`src/rtl/pipeline_ctrl_pkg.sv`:
```
// Shared types and constants for the pipeline stall/flush sequencer.
// Holds the FSM state encoding and the canned segment-control patterns
// (advance, freeze, bubble, load-use stall) driven onto the segment registers.
package pipeline_ctrl_pkg;

    localparam int REG_ADDR_W = 5;

    typedef enum logic [1:0] {
        RUN      = 2'd0,
        MEM_WAIT = 2'd1,
        FLUSH    = 2'd2
    } ctrl_state_t;

    // Segment-register controls. Enables are active-low; flushes active-high.
    typedef struct packed {
        logic n_en_pc;
        logic n_en_if_id;
        logic n_en_id_ex;
        logic n_en_ex_mem;
        logic n_en_mem_wb;
        logic flush_if_id;
        logic flush_id_ex;
    } seg_ctrl_t;

    // Everything advances, nothing squashed.
    localparam seg_ctrl_t CTRL_ADVANCE  = 7'b00000_00;
    // Whole pipeline holds; also the value presented while in reset.
    localparam seg_ctrl_t CTRL_FREEZE   = 7'b11111_00;
    // Wrong-path squash: IF/ID and ID/EX load bubbles, everything else advances.
    localparam seg_ctrl_t CTRL_BUBBLE   = 7'b00000_11;
    // Load-use: hold PC and IF/ID, insert one bubble into ID/EX.
    localparam seg_ctrl_t CTRL_LOAD_USE = 7'b11000_01;

endpackage

```
`src/rtl/load_use_detect.sv`:
```
// Load-use hazard comparator: flags an ID instruction that reads the
// destination of a load currently in EX. Writes to x0 never create a hazard.
module load_use_detect
    import pipeline_ctrl_pkg::*;
(
    input  logic [REG_ADDR_W-1:0] id_rs1,
    input  logic [REG_ADDR_W-1:0] id_rs2,
    input  logic                  id_use_rs1,
    input  logic                  id_use_rs2,
    input  logic [REG_ADDR_W-1:0] ex_rd,
    input  logic                  ex_mem_read,
    output logic                  load_use
);

    assign load_use = ex_mem_read && (ex_rd != '0) &&
                      ((id_use_rs1 && (ex_rd == id_rs1)) ||
                       (id_use_rs2 && (ex_rd == id_rs2)));

endmodule

```
`src/rtl/pipeline_hazard_ctrl.sv`:
```
// Central stall/flush sequencer for the 5-stage core.
// Drives the active-low segment enables and bubble controls combinationally
// from the registered FSM state plus current hazard inputs (Mealy), so every
// hazard is answered in the cycle it appears.
// Optional performance counters: define HAZARD_PERF_CNT_EN to add
// perf_stall_cycles and perf_flush_events.
module pipeline_hazard_ctrl
    import pipeline_ctrl_pkg::*;
#(
    parameter int FLUSH_CYCLES = 1,
    parameter int CNT_W        = 32
) (
    input  logic       clk,
    input  logic       n_reset,
    input  logic [4:0] id_rs1,
    input  logic [4:0] id_rs2,
    input  logic       id_use_rs1,
    input  logic       id_use_rs2,
    input  logic [4:0] ex_rd,
    input  logic       ex_mem_read,
    input  logic       ex_branch_taken,
    input  logic       mem_busy,
    output logic       n_enable_pc,
    output logic       n_enable_if_id,
    output logic       n_enable_id_ex,
    output logic       n_enable_ex_mem,
    output logic       n_enable_mem_wb,
    output logic       flush_if_id,
    output logic       flush_id_ex,
    output logic [1:0] ctrl_state
`ifdef HAZARD_PERF_CNT_EN
    ,
    output logic [CNT_W-1:0] perf_stall_cycles,
    output logic [CNT_W-1:0] perf_flush_events
`endif
);

    // Remaining flush cycles loaded when a redirect starts a multi-cycle flush.
    localparam logic [1:0] FLUSH_LOAD = 2'(FLUSH_CYCLES - 1);

    if (FLUSH_CYCLES < 1 || FLUSH_CYCLES > 4) begin : g_bad_flush_cycles
        $error("FLUSH_CYCLES must be in 1..4");
    end
    if (CNT_W < 1) begin : g_bad_cnt_w
        $error("CNT_W must be at least 1");
    end

    ctrl_state_t state_q, state_d;
    logic [1:0]  flush_cnt_q, flush_cnt_d;
    seg_ctrl_t   seg_ctrl;
    logic        load_use;
    logic        flush_start;

    load_use_detect u_load_use_detect (
        .id_rs1      (id_rs1),
        .id_rs2      (id_rs2),
        .id_use_rs1  (id_use_rs1),
        .id_use_rs2  (id_use_rs2),
        .ex_rd       (ex_rd),
        .ex_mem_read (ex_mem_read),
        .load_use    (load_use)
    );

    // Next-state and segment-control decode; priority mem_busy > branch > load-use.
    always_comb begin
        seg_ctrl    = CTRL_ADVANCE;
        state_d     = state_q;
        flush_cnt_d = flush_cnt_q;
        flush_start = 1'b0;
        unique case (state_q)
            // MEM_WAIT re-evaluates exactly like RUN once memory is ready; the
            // frozen EX inputs let a held branch or load-use be serviced on exit.
            RUN, MEM_WAIT: begin
                if (mem_busy) begin
                    seg_ctrl = CTRL_FREEZE;
                    state_d  = MEM_WAIT;
                end else if (ex_branch_taken) begin
                    seg_ctrl    = CTRL_BUBBLE;
                    flush_start = 1'b1;
                    if (FLUSH_CYCLES > 1) begin
                        state_d     = FLUSH;
                        flush_cnt_d = FLUSH_LOAD;
                    end else begin
                        state_d = RUN;
                    end
                end else if (load_use) begin
                    seg_ctrl = CTRL_LOAD_USE;
                    state_d  = RUN;
                end else begin
                    state_d = RUN;
                end
            end
            // EX/ID only hold bubbles here, so branch and load-use are ignored.
            FLUSH: begin
                if (mem_busy) begin
                    seg_ctrl = CTRL_FREEZE;
                end else begin
                    seg_ctrl    = CTRL_BUBBLE;
                    flush_cnt_d = flush_cnt_q - 2'd1;
                    if (flush_cnt_q == 2'd1) begin
                        state_d = RUN;
                    end
                end
            end
            default: begin
                state_d     = RUN;
                flush_cnt_d = 2'd0;
            end
        endcase
        // Reset must present the freeze pattern immediately, not at the next edge.
        if (!n_reset) begin
            seg_ctrl = CTRL_FREEZE;
        end
    end

    // FSM state and flush counter; reset aborts any flush in progress.
    always_ff @(posedge clk or negedge n_reset) begin
        if (!n_reset) begin
            state_q     <= RUN;
            flush_cnt_q <= 2'd0;
        end else begin
            state_q     <= state_d;
            flush_cnt_q <= flush_cnt_d;
        end
    end

    assign n_enable_pc     = seg_ctrl.n_en_pc;
    assign n_enable_if_id  = seg_ctrl.n_en_if_id;
    assign n_enable_id_ex  = seg_ctrl.n_en_id_ex;
    assign n_enable_ex_mem = seg_ctrl.n_en_ex_mem;
    assign n_enable_mem_wb = seg_ctrl.n_en_mem_wb;
    assign flush_if_id     = seg_ctrl.flush_if_id;
    assign flush_id_ex     = seg_ctrl.flush_id_ex;
    assign ctrl_state      = state_q;

`ifdef HAZARD_PERF_CNT_EN
    localparam logic [CNT_W-1:0] CNT_ONE = CNT_W'(1);

    logic [CNT_W-1:0] stall_cnt_q, flush_evt_q;

    // Saturating counters: stalled-PC cycles and serviced taken branches.
    always_ff @(posedge clk or negedge n_reset) begin
        if (!n_reset) begin
            stall_cnt_q <= '0;
            flush_evt_q <= '0;
        end else begin
            if (seg_ctrl.n_en_pc && (stall_cnt_q != '1)) begin
                stall_cnt_q <= stall_cnt_q + CNT_ONE;
            end
            if (flush_start && (flush_evt_q != '1)) begin
                flush_evt_q <= flush_evt_q + CNT_ONE;
            end
        end
    end

    assign perf_stall_cycles = stall_cnt_q;
    assign perf_flush_events = flush_evt_q;
`endif

endmodule

```
`config.mk`:
```
export PLATFORM = sky130hd
export DESIGN_NAME = pipeline_hazard_ctrl
export DESIGN_NICKNAME = d
export VERILOG_FILES = /design/src/rtl/pipeline_ctrl_pkg.sv /design/src/rtl/load_use_detect.sv /design/src/rtl/pipeline_hazard_ctrl.sv
export SDC_FILE = /design/constraint.sdc
export NUM_CORES = 1
export LEC_CHECK = 0
export BUFFER_PORTS_ARGS = -buffer_cell sky130_fd_sc_hd__buf_2
export CAP_MARGIN = 20
export CORE_AREA = 3 3 40 42
export CTS_CLUSTER_DIAMETER = 60
export DETAILED_ROUTE_END_ITERATION = 10
export DIE_AREA = 0 0 43 45
export SLEW_MARGIN = 20
export SYNTH_ARGS = -nofsm -noshare
export SYNTH_HDL_FRONTEND = slang
export SYNTH_SLANG_ARGS = --single-unit
```
`constraint.sdc`:
```
create_clock -name clk -period 2.1 [get_ports clk]
set_clock_uncertainty 0.15 [all_clocks]
set_input_delay 0.315 -clock clk [delete_from_list [all_inputs] [get_ports clk]]
set_output_delay 0.315 -clock clk [all_outputs]
set_load 0.01 [all_outputs]
```
-- Yosys cells after proc, flatten, opt, wreduce, memory -nomap -nowiden
Cells that the tools add are included.
W data, S select, Z words.
- bits in registers: 4
- equal/unequal tests: 7
- bitwise operators: 1
- $add $sub $neg: 1
- reductions and logical operators: 10
- mux-type cells: 12
- operator list (cell ; number):
    $mux W7 ; 5
    $pmux W7 S2 ; 1
    $eq A5 B5 Y1 ; 2
    $pmux W2 S2 ; 2
    $mux W2 ; 3
    $reduce_bool A5 Y1 ; 1
    $eq A2 B1 Y1 const B ; 2
    $logic_and A1 B1 Y1 ; 4
    $ne A2 B2 Y1 const B ; 2
    $reduce_and A2 Y1 ; 2
    $eq A2 B2 Y1 const B ; 1
    $logic_not A2 Y1 ; 1
    $reduce_or A2 Y1 ; 1
    $sub A2 B1 Y2 const B ; 1
    $logic_or A1 B1 Y1 ; 1
    $mux W1 ; 1
    $not A1 Y1 ; 1

-- Logic depth before layout (Yosys ltp)
Gate-level depths: netlist (run 1).
- depth in word-level cells: 9
- depth in mapped cells: 5
- mapped depth without buffers: 4

-- Hierarchy
A second synthesis (run 1) with hierarchy kept.
- cell total of the unflattened synthesis: 29
- area, all modules: 229.0 sq um
- by module, submodules not included (module ; cells each ; sequential area each (sq um) ; times used ; area an instance (sq um)):
    load_use_detect ; 17 ; 0.0 ; 1 ; 133.9
    pipeline_hazard_ctrl ; 12 ; 25.0 ; 1 ; 95.1

-- Worst setup path after synthesis (run 1)
No wires, ideal clock.
- path kind: in2out
- start point: input port ex_rd[3]
- end point: output port n_enable_pc
- path buffers: 1
- arrival: 1493 ps
- data required time: 1635 ps
- cell stages on the path: 5
- setup slack: 142 ps
- cell sequence: xor2_1 nor4_2 a32oi_1 o31ai_1 buf_4
- word-level cells in the longest chain between the ends: 9
- elaborated cells between the ends (all ways): 13
- ends and longest elaborated chain (element ; RTL line ; source):
    from (decl) ; pipeline_hazard_ctrl.sv:19 ; input logic [4:0] ex_rd,
    $eq A5 B5 Y1 (on tied branches) ; load_use_detect.sv:16, load_use_detect.sv:17 ;
    $logic_and A1 B1 Y1 (on tied branches) ; load_use_detect.sv:16, load_use_detect.sv:17 ;
    $logic_or A1 B1 Y1 ; load_use_detect.sv:16 ; ((id_use_rs1 && (ex_rd == id_rs1)) ||
    $logic_and A1 B1 Y1 (*) ; load_use_detect.sv:15 ; assign load_use = ex_mem_read && (ex_rd != '0) &&
    $mux W7 (*) ; pipeline_hazard_ctrl.sv:86 ; end else if (load_use) begin
    $mux W7 (*) ; pipeline_hazard_ctrl.sv:77 ; end else if (ex_branch_taken) begin
    $mux W7 (*) ; pipeline_hazard_ctrl.sv:74 ; if (mem_busy) begin
    $pmux W7 S2 (*) ; pipeline_hazard_ctrl.sv:70 ; unique case (state_q)
    $mux W7 (*) ; pipeline_hazard_ctrl.sv:111 ; if (!n_reset) begin
    to (decl) ; pipeline_hazard_ctrl.sv:23 ; output logic n_enable_pc,
Every way passes the cells marked *; elsewhere a longest branch is shown, timed or not.

-- Worst setup path after layout (run 1)
Same ends and word-level chain as after synthesis.

==> results of run 1 <==
## per-stage QoR
step	instance area [sq um]	instances	total power [W]	worst slack, ns
floorplan	225	28	0.0000537	0.142
global placement	359	68	0.0000824	0.166
detailed placement	359	68	0.0000827	0.0970
CTS	369	69	0.0000841	0.0970
global route	374	69	0.0000909	-0.00276
finish	374	69	0.0000842	0.147
## final cells by class
type,instances,area [sq um]
Fill cell,154,911
Multi-Input combinational cell,21,168
Timing Repair Buffer,30,155
Sequential cell,1,25.0
Tap cell,15,18.8
Inverter,2,7.51
## metal layers
layer / GRT usage / wire (um) / part of all wire
met5: 0 / 0 / 0
met4: 0 / 0 / 0
met3: 0.0120 / 86 / 0.13
met2: 0.111 / 305 / 0.47
met1: 0.0859 / 261 / 0.40
## kinds of logic (layout without fill, tap and decap cells)
kind of cell              Yosys count  count (layout)  synth area share
AOI/OAI and AO/OA                   4               4             0.128
other                               1               1            0.0167
xor gates and xnor gates           10              10             0.389
and+or+nand+nor                     6               6             0.189
buffers and inverters               6              32             0.167
DFF                                 1               1             0.111
## synth_stat cells, types with 2 or more instances
master and n:
buf_4 4, inv_1 2, o31ai_1 2, xnor2_1 2, xor2_1 8
## power by group
part | switching, W | leakage [nW] | total (W) | internal, W
registers | 0.000000154 | 0.0117 | 0.0000207 | 0.0000206
clock network | 0 | 0 | 0 | 0
logic | 0.0000304 | 0.183 | 0.0000635 | 0.0000330
## final timing paths
| kind | start | to | slack [ns] | cells after the start |
|---|---|---|---|---|
| worst min-delay path | mem_busy | ctrl_state[0]$_DFF_PN0_ | 0.29 | 1 |
| max in group asynchronous | n_reset | ctrl_state[0]$_DFF_PN0_ | 1.21 | 2 |
| worst max-delay path | ex_rd[3] | n_enable_pc | 0.15 | 6 |
| min in group asynchronous | n_reset | ctrl_state[0]$_DFF_PN0_ | 0.48 | 2 |
## cell usage in the layout, fill, tap and decap left out
master         instances
a32oi_1                1
and2_0                 1
buf_2                 29
conb_1                 1
dfrtp_1                1
dlygate4sd3_1          1
inv_1                  2
nand2_1                1
nor2b_1                1
nor4_1                 1
nor4_2                 1
o21ai_0                1
o31ai_1                1
o31ai_2                1
or4_1                  1
xnor2_1                2
xor2_1                 8
## what timing repair did
| action | in CTS | in global routing |
|---|---|---|
| gates resized for setup | 0 | 1 |
| hold buffers | 1 | 0 |
| hold endpoints to repair | 1 | 0 |
| endpoints found under the setup margin | 0 | 2 |
==> results.json, run 1 <==
{
  "critPathArrivalTime_ns": 1.49,
  "grt_max_degree": 5,
  "crit_top_cell": "buf_2",
  "routedWlPerCell_um": 9.46,
  "critPathTopFamily": "compound AO/OA/AOI/OAI gates",
  "max_freq_mhz": 512,
  "slowest_delay_ns": 0.28,
  "synth.yosys.seq_area_share": 0.111,
  "slew_viol_final": 0,
  "synth.area.top_cells": "xor2_1, buf_4, dfrtp_1",
  "viasPerCell": 3.81,
  "drtAntennaViolNets": 0,
  "coreArea_sq_um": 1280,
  "drv_cap": 0,
  "wirelength_um": 653,
  "drc": 0,
  "cp_slowest_cell": "nor4_2",
  "antenna_found_initial": 0,
  "fin_hold_ws_ns": 0.288,
  "fp.dieW_um": 43,
  "antennaDiodeCount": 0,
  "synth_ff_type": "dfrtp_1",
  "avgSynthCellArea_sq_um": 8.04,
  "finalSetupViolCount": 0,
  "startpoint_type": "input port",
  "end_kind": "primary output",
  "largest_register_ff_count": 1,
  "synth-seq-cells": 1,
  "grt.total_usage": 0.0631,
  "ys_types": 15,
  "netlist_instances": 28,
  "yosys_warnings": 0,
  "syn_nets": 50,
  "crit_path_max_fanout": 3,
  "netlist_area_sq_um": 225,
  "synthArstFlopShare": 1.00,
  "period_minus_slack_ns": 1.95,
  "fin_crit_sh": 0.930,
  "post-route-util": 0.291,
  "status": "finished clean",
  "worstSetupPathType": "input port to primary output",
  "rows": 13,
  "clk_pin_slew_ns": 0,
  "synth_top_area_frac": 0.311,
  "initial_utilization": 0.175,
  "grt-ovfl-total": 0,
  "cts_setup_buffers": 0,
  "path_buf_inv": 2,
  "drt-initial-drc-count": 0,
  "ios": 31,
  "worstHoldPathType": "input port to flop",
  "finalHoldViolCount": 0,
  "die_h_um": 45,
  "vdd_ir_drop_max_uv": 62.5,
  "power_density_nw_per_um2": 225,
  "synth_edf_count": 0,
  "critPathRequiredTime_ns": 1.63,
  "fin_nets": 78,
  "vias": 263,
  "drive_gt1_frac": 0.574,
  "die_area_sq_um": 1940,
  "io_buffers": 29,
  "fin_setup_tns_ns": 0,
  "grt_pass1_vias": 226,
  "grt_pass1_wl_um": 993,
  "place.gp.congestion": 0.726,
  "syn2layout_area_growth_pct": 66.1,
  "drt_pass1_iterations": 1,
  "crit_chain": "buf_2 > xor2_1 > nor4_2 > a32oi_1 > o31ai_2 > buf_2",
  "synth_top_area_cell": "xor2_1",
  "p_leak_nw": 0.194
}
No activity file was read; power rests on OpenSTA's default activity.
==> run 2: changes to the inputs <==
CORE_AREA = 2 2 39 41   (was 3 3 40 42)
DIE_AREA = 0 0 41 43   (was 0 0 43 45)
SLEW_MARGIN = 25   (was 20)
clock period = 2.2 ns   (was 2.1 ns; I/O delays follow)
==> run 2 against run 1 <==
Net effect: critical endpoint is now flush_id_ex; design area decreased by 0.33%; first-iteration DRC count increased by 3; sequential cell count unchanged; wire length decreased by 8.9%.
==> results.json, run 2 (synthesized netlist as in run 1, its figures left out) <==
{
  "pwr-share-comb": 0.752,
  "status": "finished clean",
  "initial_utilization": 0.163,
  "worstSetupPathType": "input port to primary output",
  "crit_chain": "dlygate4sd3_1 > buf_2 > nor2b_2 > inv_1 > o31ai_1 > buf_2",
  "critPathRequiredTime_ns": 1.72,
  "crit_top_cell": "buf_2",
  "fin_setup_tns_ns": 0,
  "dp_hpwl_um": 580,
  "grt_pass1_vias": 256,
  "viasPerCell": 3.94,
  "clockPowerShare": 0,
  "routedWlPerCell_um": 8.50,
  "crit_path_max_fanout": 4,
  "min_to": "ctrl_state[0]$_DFF_PN0_",
  "hold_start": "mem_busy",
  "grt_pass1_wl_um": 959,
  "fin_crit_sh": 0.952,
  "vias": 276,
  "fp.dieW_um": 41,
  "slew_viol_final": 0,
  "p_leak_nw": 0.195,
  "period_minus_slack_ns": 2.09,
  "whs_path_depth": 1,
  "cp_slowest_cell": "dlygate4sd3_1",
  "die_h_um": 43,
  "place_area_sq_um": 360,
  "finalHoldViolCount": 0,
  "power_density_nw_per_um2": 214,
  "finalInstanceArea_sq_um": 373,
  "switchingPower_w": 0.0000287,
  "path_buf_inv": 4,
  "coreArea_sq_um": 1380,
  "cts_setup_buffers": 0,
  "rows": 14,
  "final_cell_count_no_fill": 70,
  "place.gp.congestion": 0.619,
  "rsz0062_at_grt": "false",
  "ios": 31,
  "grt-ovfl-total": 0,
  "drt-initial-drc-count": 3,
  "slowest_delay_ns": 0.52,
  "syn2layout_area_growth_pct": 65.6,
  "worstHoldPathType": "input port to flop",
  "critPathArrivalTime_ns": 1.61,
  "grt.total_usage": 0.0740,
  "drv_cap": 0,
  "place_inst": 69,
  "fin_nets": 78,
  "wirelength_um": 595,
  "max_freq_mhz": 478,
  "power_frac_seq": 0.248,
  "layout_common_cells": "buf_2, xor2_1, inv_1, xnor2_1, o31ai_1",
  "critPathTopFamily": "buffers and inverters",
  "drive_gt1_frac": 0.574,
  "end_kind": "primary output",
  "io_buffers": 29,
  "grt_max_degree": 5,
  "clk_pin_slew_ns": 0,
  "largest_register_ff_count": 1,
  "cp_num_cells": 6,
  "drt_pass1_iterations": 4,
  "antennaDiodeCount": 0,
  "mostFrequentLayoutCell": "buf_2",
  "drc": 0,
  "finalSetupViolCount": 0,
  "switching_share": 0.359,
  "drtAntennaViolNets": 0,
  "antenna_found_initial": 0,
  "vdd_ir_drop_max_uv": 54.9,
  "die_area_sq_um": 1760,
  "startpoint_type": "input port",
  "p_int_w": 0.0000512,
  "n_fill_cell": 171
}
-- run 2: cell counts in the layout (fill, tap and decap cells not counted) --
No cell type changed its count.
-- run 2: power by group through the flow --
stage / Combinational, W / Clock [W] / Sequential (W)
floorplan: 0.0000308 / 0 / 0.0000204
global placement: 0.0000588 / 0 / 0.0000198
detailed placement: 0.0000591 / 0 / 0.0000198
CTS: 0.0000605 / 0 / 0.0000198
global route: 0.0000685 / 0 / 0.0000199
finish: 0.0000601 / 0 / 0.0000198
-- run 2: stage by stage --
step                      setup WS [ns]  power [W]   util  hold slack [ns]
after global placement            0.244  0.0000786  0.260          -0.0409
after detailed placement          0.201  0.0000790  0.260          -0.0395
final                             0.106  0.0000799  0.269            0.312
after floorplan                   0.212  0.0000512      -           -0.116
after CTS                        0.0415  0.0000804  0.268            0.305
after global routing           0.000612  0.0000884  0.269            0.330
-- run 2: what timing repair did --
| action | in CTS | in global routing |
|---|---|---|
| hold endpoints to repair | 1 | 0 |
| setup endpoints to repair | 0 | 1 |
| hold buffers | 1 | 0 |
| resized for setup | 0 | 1 |
-- run 2: how the worst max path moves through the flow --
| stage | end | from | slack (ns) |
|---|---|---|---|
| floorplan | n_enable_pc | ex_rd[3] | 0.21 |
| global placement | n_enable_pc | ex_rd[3] | 0.24 |
| detailed placement | n_enable_pc | ex_rd[3] | 0.20 |
| CTS | flush_id_ex | n_reset | 0.04 |
| global route | flush_id_ex | n_reset | 0.0006 |
| finish | flush_id_ex | n_reset | 0.11 |
-- run 2: cell type report --
| cell class | count | area (sq um) | share of cell area |
|---|---|---|---|
| well taps | 16 | 20.0 | 0.0537 |
| inverters | 2 | 7.51 | 0.0201 |
| flip-flops and latches | 1 | 25.0 | 0.0671 |
| multi-input cells | 21 | 165 | 0.443 |
| repair buffers | 30 | 155 | 0.416 |
-- run 2: routing by layer --
layer | up-vias | share of wire | GRT usage
li1 | 142 | - | -
met1 | 121 | 0.33 | 0.0921
met2 | 13 | 0.56 | 0.138
met3 | 0 | 0.10 | 0.00524
met4 | 0 | 0 | 0
met5 | - | 0 | 0
==> run 3: changes to the inputs <==
CTS_BUF_LIST = sky130_fd_sc_hd__clkbuf_4 sky130_fd_sc_hd__clkbuf_8   (was default)
RECOVER_POWER = 100   (was default)
==> run 3 against run 2 <==
Net effect: cell count stayed put; fmax is 0.13% higher; wire length is 0.84% higher; design area is 1.3% lower; sequential share of layout area is 0.091 points higher; first-iteration DRC count stayed put; worst setup slack better by 0.0026 ns; hold slack better by 0.013 ns; critical path depth stayed put; global-route usage stayed put; power is 1.1% lower; critical path type unchanged; critical endpoint unchanged; highest routed layer unchanged.
==> results.json, run 3 (synthesized netlist as in run 1, its figures left out) <==
{
  "drt-initial-drc-count": 3,
  "period_minus_slack_ns": 2.09,
  "vdd_ir_drop_max_uv": 54.8,
  "syn2layout_area_growth_pct": 63.3,
  "fin_hold_ws_ns": 0.325,
  "grt-ovfl-total": 0,
  "rows": 14,
  "drc": 0,
  "pre_cts_slack_ns": 0.201,
  "crit_chain": "dlygate4sd3_1 > buf_2 > nor2b_2 > inv_1 > o31ai_1 > buf_2",
  "vias": 274,
  "fp.dieW_um": 41,
  "antenna_found_initial": 0,
  "drive_gt1_frac": 0.500,
  "status": "finished clean",
  "io_buffers": 29,
  "fin_setup_tns_ns": 0,
  "power_w": 0.0000790,
  "worstSetupPathType": "input port to primary output",
  "cts_setup_buffers": 0,
  "place.gp.congestion": 0.619,
  "drtAntennaViolNets": 0,
  "power_density_nw_per_um2": 215,
  "critPathRequiredTime_ns": 1.72,
  "ios": 31,
  "startpoint_type": "input port",
  "fin_crit_sh": 0.951,
  "slowest_delay_ns": 0.52,
  "p_leak_nw": 0.185,
  "routedWlPerCell_um": 8.57,
  "viasPerCell": 3.91,
  "wirelength_um": 600,
  "clk_pin_slew_ns": 0,
  "drt_pass1_iterations": 2,
  "layout_common_cells": "buf_2, xor2_1, clkbuf_1",
  "grt.total_usage": 0.0740,
  "fin_nets": 78,
  "initial_utilization": 0.163,
  "slew_viol_final": 0,
  "crit_top_cell": "buf_2",
  "critPathArrivalTime_ns": 1.61,
  "die_h_um": 43,
  "drv_cap": 0,
  "worstHoldPathType": "input port to flop",
  "die_area_sq_um": 1760,
  "crit_path_max_fanout": 4,
  "antennaDiodeCount": 0,
  "end_kind": "primary output",
  "grt_max_degree": 5,
  "worst_slack_ns": 0.109,
  "grt_pass1_wl_um": 959,
  "dp_hpwl_um": 580,
  "coreArea_sq_um": 1380,
  "largest_register_ff_count": 1,
  "finalHoldViolCount": 0,
  "cp_slowest_cell": "dlygate4sd3_1",
  "mostFrequentLayoutCell": "buf_2",
  "max_freq_mhz": 478,
  "finalSetupViolCount": 0,
  "whs_path_depth": 1,
  "rsz0062_at_grt": "false",
  "grt_pass1_vias": 256
}
==> run 3: layer usage <==
layer,vias up,GRT usage,share of wire
met5,-,0,0
met1,119,0.0921,0.34
li1,142,-,-
met3,0,0.00524,0.11
met2,13,0.138,0.55
met4,0,0,0
==> run 3: worst max-delay path, delay by kind of cell <==
| kind | cells | cell delay (ns) |
|---|---|---|
| buffers and inverters | 4 | 0.88 |
| AO/OA/AOI/OAI | 1 | 0.23 |
| AND/OR/NAND/NOR | 1 | 0.17 |
==> run 3: power by group <==
part	switching [W]	internal, W	leakage (nW)
Combinational	0.0000287	0.0000305	0.174
Clock	0	0	0
Sequential	0.000000193	0.0000196	0.0117
==> run 3: cell type report <==
| type | instances | area, sq um |
|---|---|---|
| Fill cell | 173 | 1020 |
| Timing Repair Buffer | 30 | 150 |
| Tap cell | 16 | 20.0 |
| Sequential cell | 1 | 25.0 |
| Inverter | 2 | 7.51 |
| Multi-Input combinational cell | 21 | 165 |
==> run 3: repair_timing <==
item / in CTS / in global routing
endpoints found under the hold margin: 1 / 0
hold buffers: 1 / 0
endpoints found under the setup margin: 0 / 1
resized for setup: 0 / 1
==> run 3: final timing paths <==
| path | start | to | slack (ns) |
|---|---|---|---|
| worst max-delay path | n_reset | flush_id_ex | 0.11 |
| worst min-delay path | mem_busy | ctrl_state[0]$_DFF_PN0_ | 0.33 |
| max in group asynchronous | n_reset | ctrl_state[0]$_DFF_PN0_ | 1.31 |
| min in group asynchronous | n_reset | ctrl_state[0]$_DFF_PN0_ | 0.50 |
==> run 3: metrics by stage <==
stage | utilization | cells | cell area [sq um]
CTS | 0.268 | 70 | 370
global route | 0.266 | 70 | 368
global placement | 0.260 | 69 | 360
finish | 0.266 | 70 | 368
detailed placement | 0.260 | 69 | 360
floorplan | - | 28 | 225
